==> src/rtl/mem_arbiter.sv <==
// mem_arbiter: lets CHANNELS cache-side requesters share one memory port, one transaction at a time.
// Round-robin grant by default; define MEM_ARB_FIXED_PRIORITY_EN for fixed priority (channel 0 highest).
module mem_arbiter #(
    parameter int CHANNELS   = 2,
    parameter int ADDR_WIDTH = 32,
    parameter int DATA_WIDTH = 32,
    parameter int MASK_WIDTH = DATA_WIDTH / 8
) (
    input  logic                           clk,
    input  logic                           rst,
    input  logic [2*CHANNELS-1:0]          ch_rw_flag,
    input  logic [CHANNELS*ADDR_WIDTH-1:0] ch_addr,
    input  logic [CHANNELS*DATA_WIDTH-1:0] ch_wdata,
    input  logic [CHANNELS*MASK_WIDTH-1:0] ch_mask,
    output logic [CHANNELS-1:0]            ch_done,
    output logic [DATA_WIDTH-1:0]          ch_rdata,
    input  logic                           mem_free,
    input  logic                           mem_read_valid,
    input  logic [DATA_WIDTH-1:0]          mem_i_data,
    output logic [1:0]                     mem_rw_flag,
    output logic [ADDR_WIDTH-1:0]          mem_addr,
    output logic [DATA_WIDTH-1:0]          mem_o_data,
    output logic [MASK_WIDTH-1:0]          mem_o_mask
);
    localparam int IW = (CHANNELS > 1) ? $clog2(CHANNELS) : 1;
    localparam logic [1:0] FLAG_READ  = 2'b01;
    localparam logic [1:0] FLAG_WRITE = 2'b10;

    typedef enum logic [1:0] {
        S_IDLE  = 2'b00,
        S_ISSUE = 2'b01,
        S_WAIT  = 2'b10,
        S_RESP  = 2'b11
    } state_t;

    state_t                r_state;
    state_t                w_state_next;
    logic [1:0]            r_flag;
    logic [IW-1:0]         r_idx;
    logic                  r_wait_first;
    logic [CHANNELS-1:0]   r_done;
    logic [DATA_WIDTH-1:0] r_rdata;
    logic [ADDR_WIDTH-1:0] r_addr;
    logic [DATA_WIDTH-1:0] r_wdata;
    logic [MASK_WIDTH-1:0] r_mask;

    logic [CHANNELS-1:0]   w_valid;
    logic [IW-1:0]         w_base;
    logic [IW-1:0]         w_win;
    logic [IW-1:0]         w_cand_idx;
    logic                  w_found;
    logic                  w_hit;
    int                    w_cand;
    logic [1:0]            w_mem_rw_flag;
    logic                  w_grant;
    logic                  w_resp_entry;

    function automatic logic [CHANNELS-1:0] onehot(input logic [IW-1:0] idx);
        logic [CHANNELS-1:0] v;
        v = '0;
        for (int i = 0; i < CHANNELS; i++) begin
            v[i] = (idx == IW'(i));
        end
        return v;
    endfunction

`ifdef MEM_ARB_FIXED_PRIORITY_EN
    assign w_base = '0;
`else
    logic [IW-1:0] r_ptr;
    logic [IW-1:0] w_ptr_next;
    assign w_base     = r_ptr;
    assign w_ptr_next = (w_win == IW'(CHANNELS - 1)) ? '0 : (w_win + 1'b1);
`endif

    // Decode which channels carry a read or write (00 and 11 count as idle)
    always_comb begin
        w_valid = '0;
        for (int i = 0; i < CHANNELS; i++) begin
            w_valid[i] = (ch_rw_flag[2*i +: 2] == FLAG_READ) || (ch_rw_flag[2*i +: 2] == FLAG_WRITE);
        end
    end

    // First valid channel found scanning upward from w_base, wrapping at CHANNELS
    always_comb begin
        w_found    = 1'b0;
        w_win      = '0;
        w_cand     = 0;
        w_cand_idx = '0;
        w_hit      = 1'b0;
        for (int k = 0; k < CHANNELS; k++) begin
            w_cand     = int'(w_base) + k;
            w_cand     = (w_cand >= CHANNELS) ? (w_cand - CHANNELS) : w_cand;
            w_cand_idx = IW'(w_cand);
            w_hit      = !w_found && w_valid[w_cand_idx];
            w_win      = w_hit ? w_cand_idx : w_win;
            w_found    = w_found || w_hit;
        end
    end

    // Next-state and memory command decode
    always_comb begin
        w_state_next  = r_state;
        w_mem_rw_flag = 2'b00;
        case (r_state)
            S_IDLE: begin
                w_state_next = w_found ? S_ISSUE : S_IDLE;
            end
            S_ISSUE: begin
                if (mem_free) begin
                    w_state_next  = S_WAIT;
                    w_mem_rw_flag = r_flag;
                end else begin
                    w_state_next  = S_ISSUE;
                    w_mem_rw_flag = 2'b00;
                end
            end
            S_WAIT: begin
                // a write completes on mem_free, but the first WAIT cycle's mem_free still reflects the command slot
                if (r_flag == FLAG_READ) begin
                    w_state_next = mem_read_valid ? S_RESP : S_WAIT;
                end else begin
                    w_state_next = (mem_free && !r_wait_first) ? S_RESP : S_WAIT;
                end
            end
            S_RESP: begin
                w_state_next = S_IDLE;
            end
            default: begin
                w_state_next = S_IDLE;
            end
        endcase
    end

    assign w_grant      = (r_state == S_IDLE) && w_found;
    assign w_resp_entry = (r_state == S_WAIT) && (w_state_next == S_RESP);

    // State register
    always_ff @(posedge clk) begin
        if (rst) begin
            r_state <= S_IDLE;
        end else begin
            r_state <= w_state_next;
        end
    end

    // Latch the winner's command fields at grant
    always_ff @(posedge clk) begin
        if (rst) begin
            r_flag  <= 2'b00;
            r_idx   <= '0;
            r_addr  <= '0;
            r_wdata <= '0;
            r_mask  <= '0;
        end else if (w_grant) begin
            r_flag  <= ch_rw_flag[2*w_win +: 2];
            r_idx   <= w_win;
            r_addr  <= ch_addr[ADDR_WIDTH*w_win +: ADDR_WIDTH];
            r_wdata <= ch_wdata[DATA_WIDTH*w_win +: DATA_WIDTH];
            r_mask  <= ch_mask[MASK_WIDTH*w_win +: MASK_WIDTH];
        end
    end

`ifndef MEM_ARB_FIXED_PRIORITY_EN
    // Round-robin pointer: channel after the last winner gets top priority
    always_ff @(posedge clk) begin
        if (rst) begin
            r_ptr <= '0;
        end else if (w_grant) begin
            r_ptr <= w_ptr_next;
        end
    end
`endif

    // Completion pulse, read data capture and first-WAIT-cycle marker
    always_ff @(posedge clk) begin
        if (rst) begin
            r_done       <= '0;
            r_rdata      <= '0;
            r_wait_first <= 1'b0;
        end else begin
            r_wait_first <= (r_state == S_ISSUE);
            r_done       <= w_resp_entry ? onehot(r_idx) : '0;
            if (w_resp_entry && (r_flag == FLAG_READ)) begin
                r_rdata <= mem_i_data;
            end
        end
    end

    assign ch_done     = r_done;
    assign ch_rdata    = r_rdata;
    assign mem_rw_flag = w_mem_rw_flag;
    assign mem_addr    = r_addr;
    assign mem_o_data  = r_wdata;
    assign mem_o_mask  = r_mask;

endmodule
==> config.mk <==
export PLATFORM = sky130hd
export DESIGN_NAME = mem_arbiter
export DESIGN_NICKNAME = d
export VERILOG_FILES = /design/src/rtl/mem_arbiter.sv
export SDC_FILE = /design/constraint.sdc
export NUM_CORES = 1
export LEC_CHECK = 0
export BUFFER_PORTS_ARGS = -buffer_cell sky130_fd_sc_hd__buf_4
export CORE_ASPECT_RATIO = 0.75
export CORE_MARGIN = 5
export CORE_UTILIZATION = 45
export CTS_CLUSTER_DIAMETER = 60
export DETAILED_ROUTE_END_ITERATION = 12
export GPL_ROUTABILITY_DRIVEN = 0
export PLACE_DENSITY = 0.85
export SYNTH_ARGS = -nofsm -noshare
export SYNTH_HDL_FRONTEND = slang
export SYNTH_SLANG_ARGS = --single-unit
export TNS_END_PERCENT = 30
==> constraint.sdc <==
create_clock -name clk -period 2.32 [get_ports clk]
set_input_delay 0.232 -clock clk [delete_from_list [all_inputs] [get_ports clk]]
set_output_delay 0.232 -clock clk [all_outputs]
set_load 0.01 [all_outputs]
### Word-level counts from Yosys, hierarchy flattened

Index checks and enable logic that the tools add are counted.

* flip-flop bits (word level): 109
* bits in latches: 0
* memory bits (writable): 0
* ROM bits: 0
* bits of input ports: 176
* output and inout port bits: 104
* logic and storage cells: 62
* memories kept: 0

* add/subtract/negate cells: 4
* multiply operators: 0
* div/mod/pow operators: 0
* magnitude comparators: 4
* eq/ne operators: 9
* shift-type cells: 4
* muxes and demuxes: 17
* bitwise operators: 2
* reduce and logical (&&, ||, !) cells: 12

Operators by type and width (count)
* variable part select 64 x 7 -> 32 bit: 2
* 2-to-1 mux 1 bit: 13
* equality test 2 bit, second input constant: 5
* equality test 2 x 1 -> 1 bit, second input constant: 4
* one-hot mux 2 bit (4 select lines): 1
* variable part select 8 x 4 -> 4 bit: 1
* 2-to-1 mux 2 bit: 3
* logical AND 1 bit: 5
* less-than comparator 1 x 2 -> 1 bit, second input constant: 2
* variable part select 4 x 3 -> 2 bit: 1
* logical OR 1 bit: 3
* adder 1 x 1 -> 2 bit, second input constant: 1
* greater-or-equal comparator 1 x 2 -> 1 bit, second input constant: 1
* greater-or-equal comparator 2 bit, second input constant: 1
* zero test 1 bit: 2
* zero test 2 bit: 1
* NOT 1 bit: 2
* OR reduction 2 bit: 1
* subtractor 1 bit, second input constant: 2
* adder 1 bit, second input constant: 1

### Longest topological paths before layout

Gate-level depths: netlist of run 1.

* depth in word-level cells: 13
* mapped depth: 6
* depth with buffers taken out: 4

### Worst setup path after synthesis of run 1

OpenSTA, ideal clock, no wires.

* path type: flip-flop to flip-flop
* start: reg r_state[1]
* end: reg r_addr[27] (netlist: mem_addr[27])
* library setup time: 0.059 ns
* arrival: 1.450 ns
* required time: 2.261 ns
* path slack: 0.811 ns
* cell stages (with the launch flop): 7
* buffers on the path: 2
* clock period less this slack: 1.509 ns
* cells stage by stage: dfxtp_1 -> or2_4 -> a211o_2 -> nor2_4 -> buf_6 -> buf_6 -> a221o_1

* word-level cells in the longest chain between the ends: 2

Ends and longest elaborated chain
* start: declaration: RTL line 36 `state_t r_state;`
* start signal: assignment: RTL line 143 `r_state <= w_state_next;`
* zero test 2 bit: RTL line 135 `assign w_grant = (r_state == S_IDLE) && w_found;`
* logical AND 1 bit: RTL line 135
* end signal: assignment: RTL line 158 `r_addr <= ch_addr[ADDR_WIDTH*w_win +: ADDR_WIDTH];`
* end: declaration: RTL line 43 `logic [ADDR_WIDTH-1:0] r_addr;`

Every way passes these cells.
A chain may end at the register's enable or synchronous reset.

### Final worst setup path of run 1

* start: reg r_state[1]
* end: reg r_addr[13] (netlist: mem_addr[13])

The elaborated chain is that of the path after synthesis.

==> qor.yml, run 1 <==
drv_cap: 0
critPathLaunchType: "register"
highest_layer: "met4"
clock-sinks: 109
syn-cell-area_mm2: 0.00423
post_cts_buffers: 0
finish.instance_area_mm2: 0.00674
synth_cell_types: 28
pre_cts_ws_ps: 528
fmax_mhz: 544
grt_pass1_wl_um: 21800
diodes: 0
min_path_type: "input pin to register"
die_x_um: 122
met3_length_um: 1390
cp_max_fo: 62
grtUsageTotal_pct: 23.9
swShare_pct: 25.6
via_per_inst: 5.43
pwr-share-clk_pct: 33.3
clk_latency_ps: 340
holdBufCountCts: 0
port_buffers: 279
p_leak_nw: 2.97
syn_area_per_cell_um2: 10.1
drive_above_1_share_pct: 45.6
dieArea_mm2: 0.0115
total_power_mw: 5.15
cts_buffer_depth: 2
grt_antenna_before_repair: 0
drtPass1Iterations: 5
worstPathArrival_ps: 2120
ys_warn_count: 0
hold_slack_ps: 110
cp_data_required_time_ps: 2600
io_pins: 280
layout_commonest_cell: "buf_4"
clk_pin_slew_ps: 70
rows: 30
rsz0062_at_grt: "no"
grt_pass1_vias: 4390
setup_viol: 0
design.core.area_mm2: 0.00912
cts-root-buf: "clkbuf_16"
drv_slew: 0
power_density_mw_per_mm2: 763
seq_area_frac_synth_pct: 51.6
grt_max_degree: 63
worstSetupPathType: "register to register"
drc: 0
syn2layout_area_growth_pct: 59.2
ctsResizeCount: 0
p_comb_share_pct: 24.1
worst_slack_ps: 482
cts_tree: "done"
slew_headroom_pct: 58.3
p_int_mw: 3.83
dp_hpwl_um: 11200
wl_per_cell_um: 18.1
mostFrequentLayoutCells: "284 x buf_4, 109 x dfxtp_1, 70 x nor3b_1, 70 x a221o_1, 65 x nand2_1"
place_area_mm2: 0.00640
finalWirelength_um: 14700
outcome: "completed"
wl_met2_um: 7460
initial_core_util_pct: 46.4
end_kind: "register"
tns_ps: 0
power_switching_mw: 1.32
skew_ps: 5.67
htree_levels: 3
seqPwrFrac_pct: 42.6
chipHeight_um: 94.0
ir_worst_vdd_v: 0.000527
final_nets: 854
final_util_pct: 73.9
num_vias: 4400
hold_violations: 0
period_share_pct: 79.2
initialDrtViolationCount: 317
drt-met1-wl_um: 5380
gr-total-overflow: 0
synth-seq-cells: 109
final_cells: 810
postRouteAntennaNets: 0
worst_pin_slew_ps: 625
numCtsBuffers: 9
synth_cells: 420
synth_nets: 596
dp.cells: 795
period_minus_slack_ps: 1840
==> state kept, by name (all words and copies together) (netlist names) <==
name and count:
ch_done 2, ch_rdata 32, mem_addr 32, mem_o_data 32, mem_o_mask 4, r_flag 2, r_idx 1, r_ptr 1
r_state 2, r_wait_first 1
==> power groups by stage <==
stage / clock, mW / sequential [mW] / combinational [mW]
6_report: 1.71 / 2.19 / 1.24
3_5_place_dp: 0 / 2.23 / 1.24
4_1_cts: 1.75 / 2.19 / 1.25
2_1_floorplan: 0 / 2.31 / 0.493
5_1_grt: 1.81 / 2.21 / 1.33
3_3_place_gp: 0 / 2.22 / 1.22
==> final timing paths <==
check	from	endpoint	slack [ps]	cells past startpoint
hold / removal	ch_addr[3]	mem_addr[3]	110	2
hold reg to reg	r_idx	ch_done[0]	450	1
setup reg to reg	r_state[1]	mem_addr[13]	480	5
setup / recovery	r_state[1]	mem_addr[13]	480	5
==> synthesized netlist by cell type, drive strengths merged <==
cell	number	area, um^2
dfxtp	109	2180
a221o	70	701
nor3b	70	526
nand2	65	244
a21oi	37	196
clkbuf	22	82.6
buf	18	108
nor2	8	40.0
a211o	3	27.5
inv	3	11.3
o21ai	3	15.0
nor2b	2	12.5
or2	2	15.0
xnor2	2	25.0
and3	1	6.26
nand2b	1	6.26
nand3b	1	7.51
o211ai	1	12.5
or3	1	6.26
xor2	1	8.76
==> worst max-delay path, cell delays in order, from the launching register on <==
cell and delay (ps):
dfxtp_1 340, or2_4 290, a211o_2 360, nor2_4 250
buf_12 310, a221o_1 210
==> cell type report <==
| type | count | area (um^2) |
|---|---|---|
| fillers | 675 | 2380 |
| repair buffers | 287 | 2190 |
| clock buffers | 9 | 225 |
| multi-input cells | 268 | 1860 |
| flip-flops and latches | 109 | 2180 |
| well taps | 128 | 160 |
| clock inverters | 6 | 113 |
| inverters | 3 | 11.3 |
==> routing by layer <==
metal  up-vias  global-route usage, %
li1       2076                      -
met1      2071                   26.3
met2       219                   43.2
met3        34                   6.86
met4         0                   9.61
met5         -                      0
==> cell families (layout without fill, tap and decap cells) <==
group           count (synthesis)  count (layout)  synth area share (%)
simple gates                  151             151                  20.4
compound gates                114             114                  22.5
flops                         109             109                  51.6
buf+inv                        43             305                  4.76
xor+xnor                        3               3                 0.798
Note: power is estimated with default switching activity, not from simulation.
==> run 2: changes to the inputs <==
Settings changed: CORE_UTILIZATION 45 to 38, PLACE_DENSITY 0.85 to 0.77.
Clock period 2.32 ns to 1.6 ns, I/O delays scaled along.
==> qor.yml, run 2 (same netlist as run 1, synthesis figures left out) <==
via_per_inst: 5.32  # -2.0%
fmax_mhz: 641  # +18%
finish.instance_area_mm2: 0.00692  # +2.6%
ir_worst_vdd_v: 0.000562  # +6.5%
cts_buffer_depth: 2  # unchanged
critPathLaunchType: "register"
wl_per_cell_um: 18.0  # -0.31%
layout_commonest_cell: "buf_4"
cts-root-buf: "clkbuf_16"
tns_ps: 0  # unchanged
numCtsBuffers: 9  # unchanged
postRouteAntennaNets: 0  # unchanged
final_util_pct: 63.5  # -10 points
skew_ps: 6.55  # +0.882 ps
min_path_type: "input pin to register"
num_vias: 4438  # +0.86%
grt_antenna_before_repair: 0  # unchanged
cp_max_fo: 21  # -66%
place_area_mm2: 0.00650  # +1.5%
drive_above_1_share_pct: 46.8  # +1.2 points
setup_viol: 0  # unchanged
gr-total-overflow: 0  # unchanged
clock-sinks: 109  # unchanged
grtUsageTotal_pct: 21.0  # -2.9 points
holdBufCountCts: 0  # unchanged
dieArea_mm2: 0.0134  # +17%
drtPass1Iterations: 7  # +2
grt_pass1_vias: 4622  # +5.3%
period_minus_slack_ps: 1560  # -278 ps
slew_headroom_pct: 70.3  # +12 points
final_nets: 865  # +1.3%
end_kind: "register"
dp_hpwl_um: 11100  # -0.31%
final_cells: 834  # +3.0%
initialDrtViolationCount: 203  # -36%
drc: 0  # unchanged
htree_levels: 3  # unchanged
r2r_slack_ps: 40  # -440 ps
io_pins: 280  # unchanged
design.core.area_mm2: 0.0109  # +20%
port_buffers: 279  # unchanged
grt_pass1_wl_um: 23000  # +5.5%
worstSetupPathType: "register to register"
finalWirelength_um: 15000  # +2.6%
die_x_um: 132  # +8.1%
p_leak_nw: 3.04  # +2.4%
rows: 33  # +10%
hold_violations: 0  # unchanged
period_share_pct: 97.5  # +18 points
outcome: "completed"
worstPathArrival_ps: 1840  # -280 ps
cts_tree: "done"
clk_latency_ps: 340  # about the same
drv_cap: 0  # unchanged
rsz0062_at_grt: "yes"
power_density_mw_per_mm2: 1070  # +40%
dp.cells: 813  # +2.3%
grt_max_degree: 49  # -22%
cp_data_required_time_ps: 1880  # -720 ps
syn2layout_area_growth_pct: 63.4
chipHeight_um: 101  # +7.9%
worst_pin_slew_ps: 446  # -179 ps
clk_pin_slew_ps: 80  # about the same
drv_slew: 0  # unchanged
initial_core_util_pct: 38.8  # -7.6 points
mostFrequentLayoutCells: "288 x buf_4, 109 x dfxtp_1, 70 x a221o_1"
diodes: 0  # unchanged
worst_slack_ps: 40.5  # -442 ps
pre_cts_ws_ps: -16.0  # -544 ps
==> run 2: final cells by class <==
cell class / instances / area (um^2)
fill: 890 / 3980
timing repair buffer: 298 / 2360
sequential: 109 / 2180
multi-input combinational: 268 / 1870
clock buffer: 10 / 239
tap: 140 / 175
clock inverter: 6 / 71.3
inverter: 3 / 11.3
==> run 2: final timing paths <==
check,startpoint,end,cells after the start
min reg2reg,r_idx,ch_done[0],1
min,ch_wdata[61],mem_o_data[29],2
max,r_state[0],mem_addr[17],5
max reg2reg,r_state[0],mem_addr[17],5
==> run 2: critical path, cell delays in order (launching register included) <==
cell	delay (ps)
dfxtp_1	310
or2_4	270
a211o_4	300
nor2_4	140
bufbuf_16	330
a221o_1	160
==> run 2: stage by stage <==
step / hold slack (ps) / power, mW
floorplan: 296 / 4.06
global placement: 383 / 5.04
detailed placement: 385 / 5.09
CTS: 19.6 / 7.46
global route: 21.2 / 7.72
finish: 36.6 / 7.39
==> run 2: layer usage <==
metal | global-route usage, % | wire length (um) | share of wire [%]
met3 | 6.01 | 1030 | 6.9
met1 | 23.4 | 5890 | 39
met5 | 0 | 0 | 0
met2 | 39.0 | 7860 | 52
met4 | 6.64 | 260 | 1.7
==> run 2: where the power goes <==
part	internal [mW]	total, mW	switching, mW
combinational	1.10	1.93	0.829
clock	1.27	2.28	1.02
sequential	3.02	3.18	0.156
==> run 2: repair_timing <==
| item | in CTS | in global routing |
|---|---|---|
| pin swaps | 3 | 0 |
| endpoints found under the setup margin | 33 | 40 |
| cloned | 2 | 0 |
| resized for setup | 3 | 4 |
| buffers inserted | 3 | 0 |
==> run 3: changes to the inputs <==
--- a/config.mk
+++ b/config.mk
@@ -15,2 +15,3 @@
 export PLACE_DENSITY = 0.77
+export SKIP_LAST_GASP = 1
 export SYNTH_ARGS = -nofsm -noshare
--- a/constraint.sdc
+++ b/constraint.sdc
@@ -3,2 +3,2 @@
 set_output_delay 0.16 -clock clk [all_outputs]
-set_load 0.01 [all_outputs]
+set_load 0.1 [all_outputs]
==> qor.yml, run 3 (same netlist as run 1, synthesis figures left out) <==
hold_violations: 0  # unchanged
design.core.area_mm2: 0.0109  # unchanged
final_nets: 865  # unchanged
wl_per_cell_um: 18.2  # +0.92%
io_pins: 280  # unchanged
cpPeakStageDelay_ps: 340  # about the same
num_vias: 4431  # -0.16%
worstPathArrival_ps: 1850  # about the same
rows: 33  # unchanged
grtUsageTotal_pct: 20.6  # -0.36 points
cts_buffer_depth: 2  # unchanged
die_x_um: 132  # unchanged
fill_cells: 871  # -2.1%
holdBufCountCts: 0  # unchanged
cp_data_required_time_ps: 1880  # about the same
finalWirelength_um: 15200  # +0.92%
grt_pass1_wl_um: 22600  # -1.6%
syn2layout_area_growth_pct: 64.1
setup_viol: 0  # unchanged
tns_ps: 0  # unchanged
grt_pass1_vias: 4371  # -5.4%
critPathLaunchType: "register"
cts-root-buf: "clkbuf_16"
diodes: 0  # unchanged
rsz0062_at_grt: "yes"
drive_above_1_share_pct: 47.1  # +0.29 points
drc: 0  # unchanged
dp_hpwl_um: 11000  # -1.0%
period_share_pct: 98.3  # +0.82 points
clk_latency_ps: 340  # about the same
grt_max_degree: 55  # +12%
drv_slew: 0  # unchanged
chipHeight_um: 101  # unchanged
slew_headroom_pct: 56.9  # -13 points
p_leak_nw: 3.04  # about the same
min_path_type: "input pin to register"
final_util_pct: 63.7  # +0.24 points
cp_max_fo: 14  # -33%
power_density_mw_per_mm2: 1320  # +24%
worst_path_max_delay_cell: "a211o_4"
critPathTopFamily: "compound AO/OA/AOI/OAI gates"
ir_worst_vdd_v: 0.000948  # +69%
postRouteAntennaNets: 0  # unchanged
clock-sinks: 109  # unchanged
port_buffers: 279  # unchanged
multi_input_area_mm2: 0.00188  # +0.40%
fmax_mhz: 636  # -0.84%
initialDrtViolationCount: 267  # +32%
crit_buf_inv: 2  # +1
numCtsBuffers: 9  # unchanged
mostFrequentLayoutCells: "284 x buf_4, 108 x dfxtp_1, 70 x nor3b_1, 70 x a221o_1, 64 x nand2_1"
outcome: "completed"
layout_commonest_cell: "buf_4"
gr-total-overflow: 0  # unchanged
via_per_inst: 5.31  # -0.16%
regArea_mm2: 0.00218  # about the same
worst_pin_slew_ps: 647  # +201 ps
dieArea_mm2: 0.0134  # unchanged
drtPass1Iterations: 4  # -3
htree_levels: 3  # unchanged
cts_tree: "done"
drv_cap: 0  # unchanged
skew_ps: 4.56  # -1.99 ps
period_minus_slack_ps: 1570  # +13.2 ps
end_kind: "register"
clk_pin_slew_ps: 70  # about the same
path_cells: "or2_4, a211o_4, nor2_4, buf_12, buf_8, a221o_1"
worstSetupPathType: "register to register"
grt_antenna_before_repair: 0  # unchanged
initial_core_util_pct: 38.8  # unchanged
-- run 3: cell count changes in the layout (fill, tap and decap cells not counted), moves of 2 or more --
cell       before  now
buf_12          6    9
buf_4         288  284
buf_6           2    0
buf_8           0    3
clkbuf_16       9   11
-- run 3: final cells by class --
cell class / count / share of cell area, %
Multi-Input combinational cell: 268 / 27.1
Inverter: 3 / 0.162
Sequential cell: 109 / 31.4
Tap cell: 140 / 2.52
Clock buffer: 10 / 3.44
Clock inverter: 6 / 0.667
Timing Repair Buffer: 298 / 34.7
-- run 3: path summary, 6_finish.rpt --
kind                                   start  cells past startpoint  slack (ps)             to
worst max-delay path              r_state[1]                      6          30  mem_o_data[9]
worst min-delay path            ch_wdata[34]                      2          40  mem_o_data[2]
worst max register to register    r_state[1]                      6          30  mem_o_data[9]
worst min register to register         r_idx                      1         440     ch_done[0]
-- run 3: what timing repair did --
item                       in CTS  in global routing
gates resized for setup         3                 11
setup endpoints to repair      56                 76
buffers inserted                0                  1
pin swaps                       0                  2
cloned                          0                  3
-- run 3: stage by stage --
stage	hold slack, ps	setup WS, ps	power (mW)	cell area [um^2]	instances
finish	39.5	27.3	9.17	6940	834
global route	22.5	-20.2	9.50	6940	834
CTS	22.1	-49.9	9.16	6820	830
detailed placement	386	-38.9	7.04	6520	814
global placement	382	34.7	6.98	6520	814
floorplan	296	21.5	5.96	4240	420
-- run 3: worst register-to-register path, stage by stage, from the launching register on --
cell	delay, ps
dfxtp_1	310
or2_4	280
a211o_4	340
nor2_4	110
buf_12	140
buf_8	150
a221o_1	180
-- run 3: metal layers --
layer | up-vias | GRT usage, % | routed length, um
li1 | 2102 | - | -
met1 | 2088 | 25.5 | 6140
met2 | 213 | 34.7 | 7470
met3 | 28 | 6.31 | 1240
met4 | 0 | 6.96 | 326
met5 | - | 0 | 0
-- run 3: where the power goes --
part | switching [mW] | total [mW] | internal [mW]
combinational | 2.75 | 3.88 | 1.13
sequential | 0.159 | 3.18 | 3.02
clock | 1.00 | 2.11 | 1.11
total | 3.91 | 9.17 | 5.26
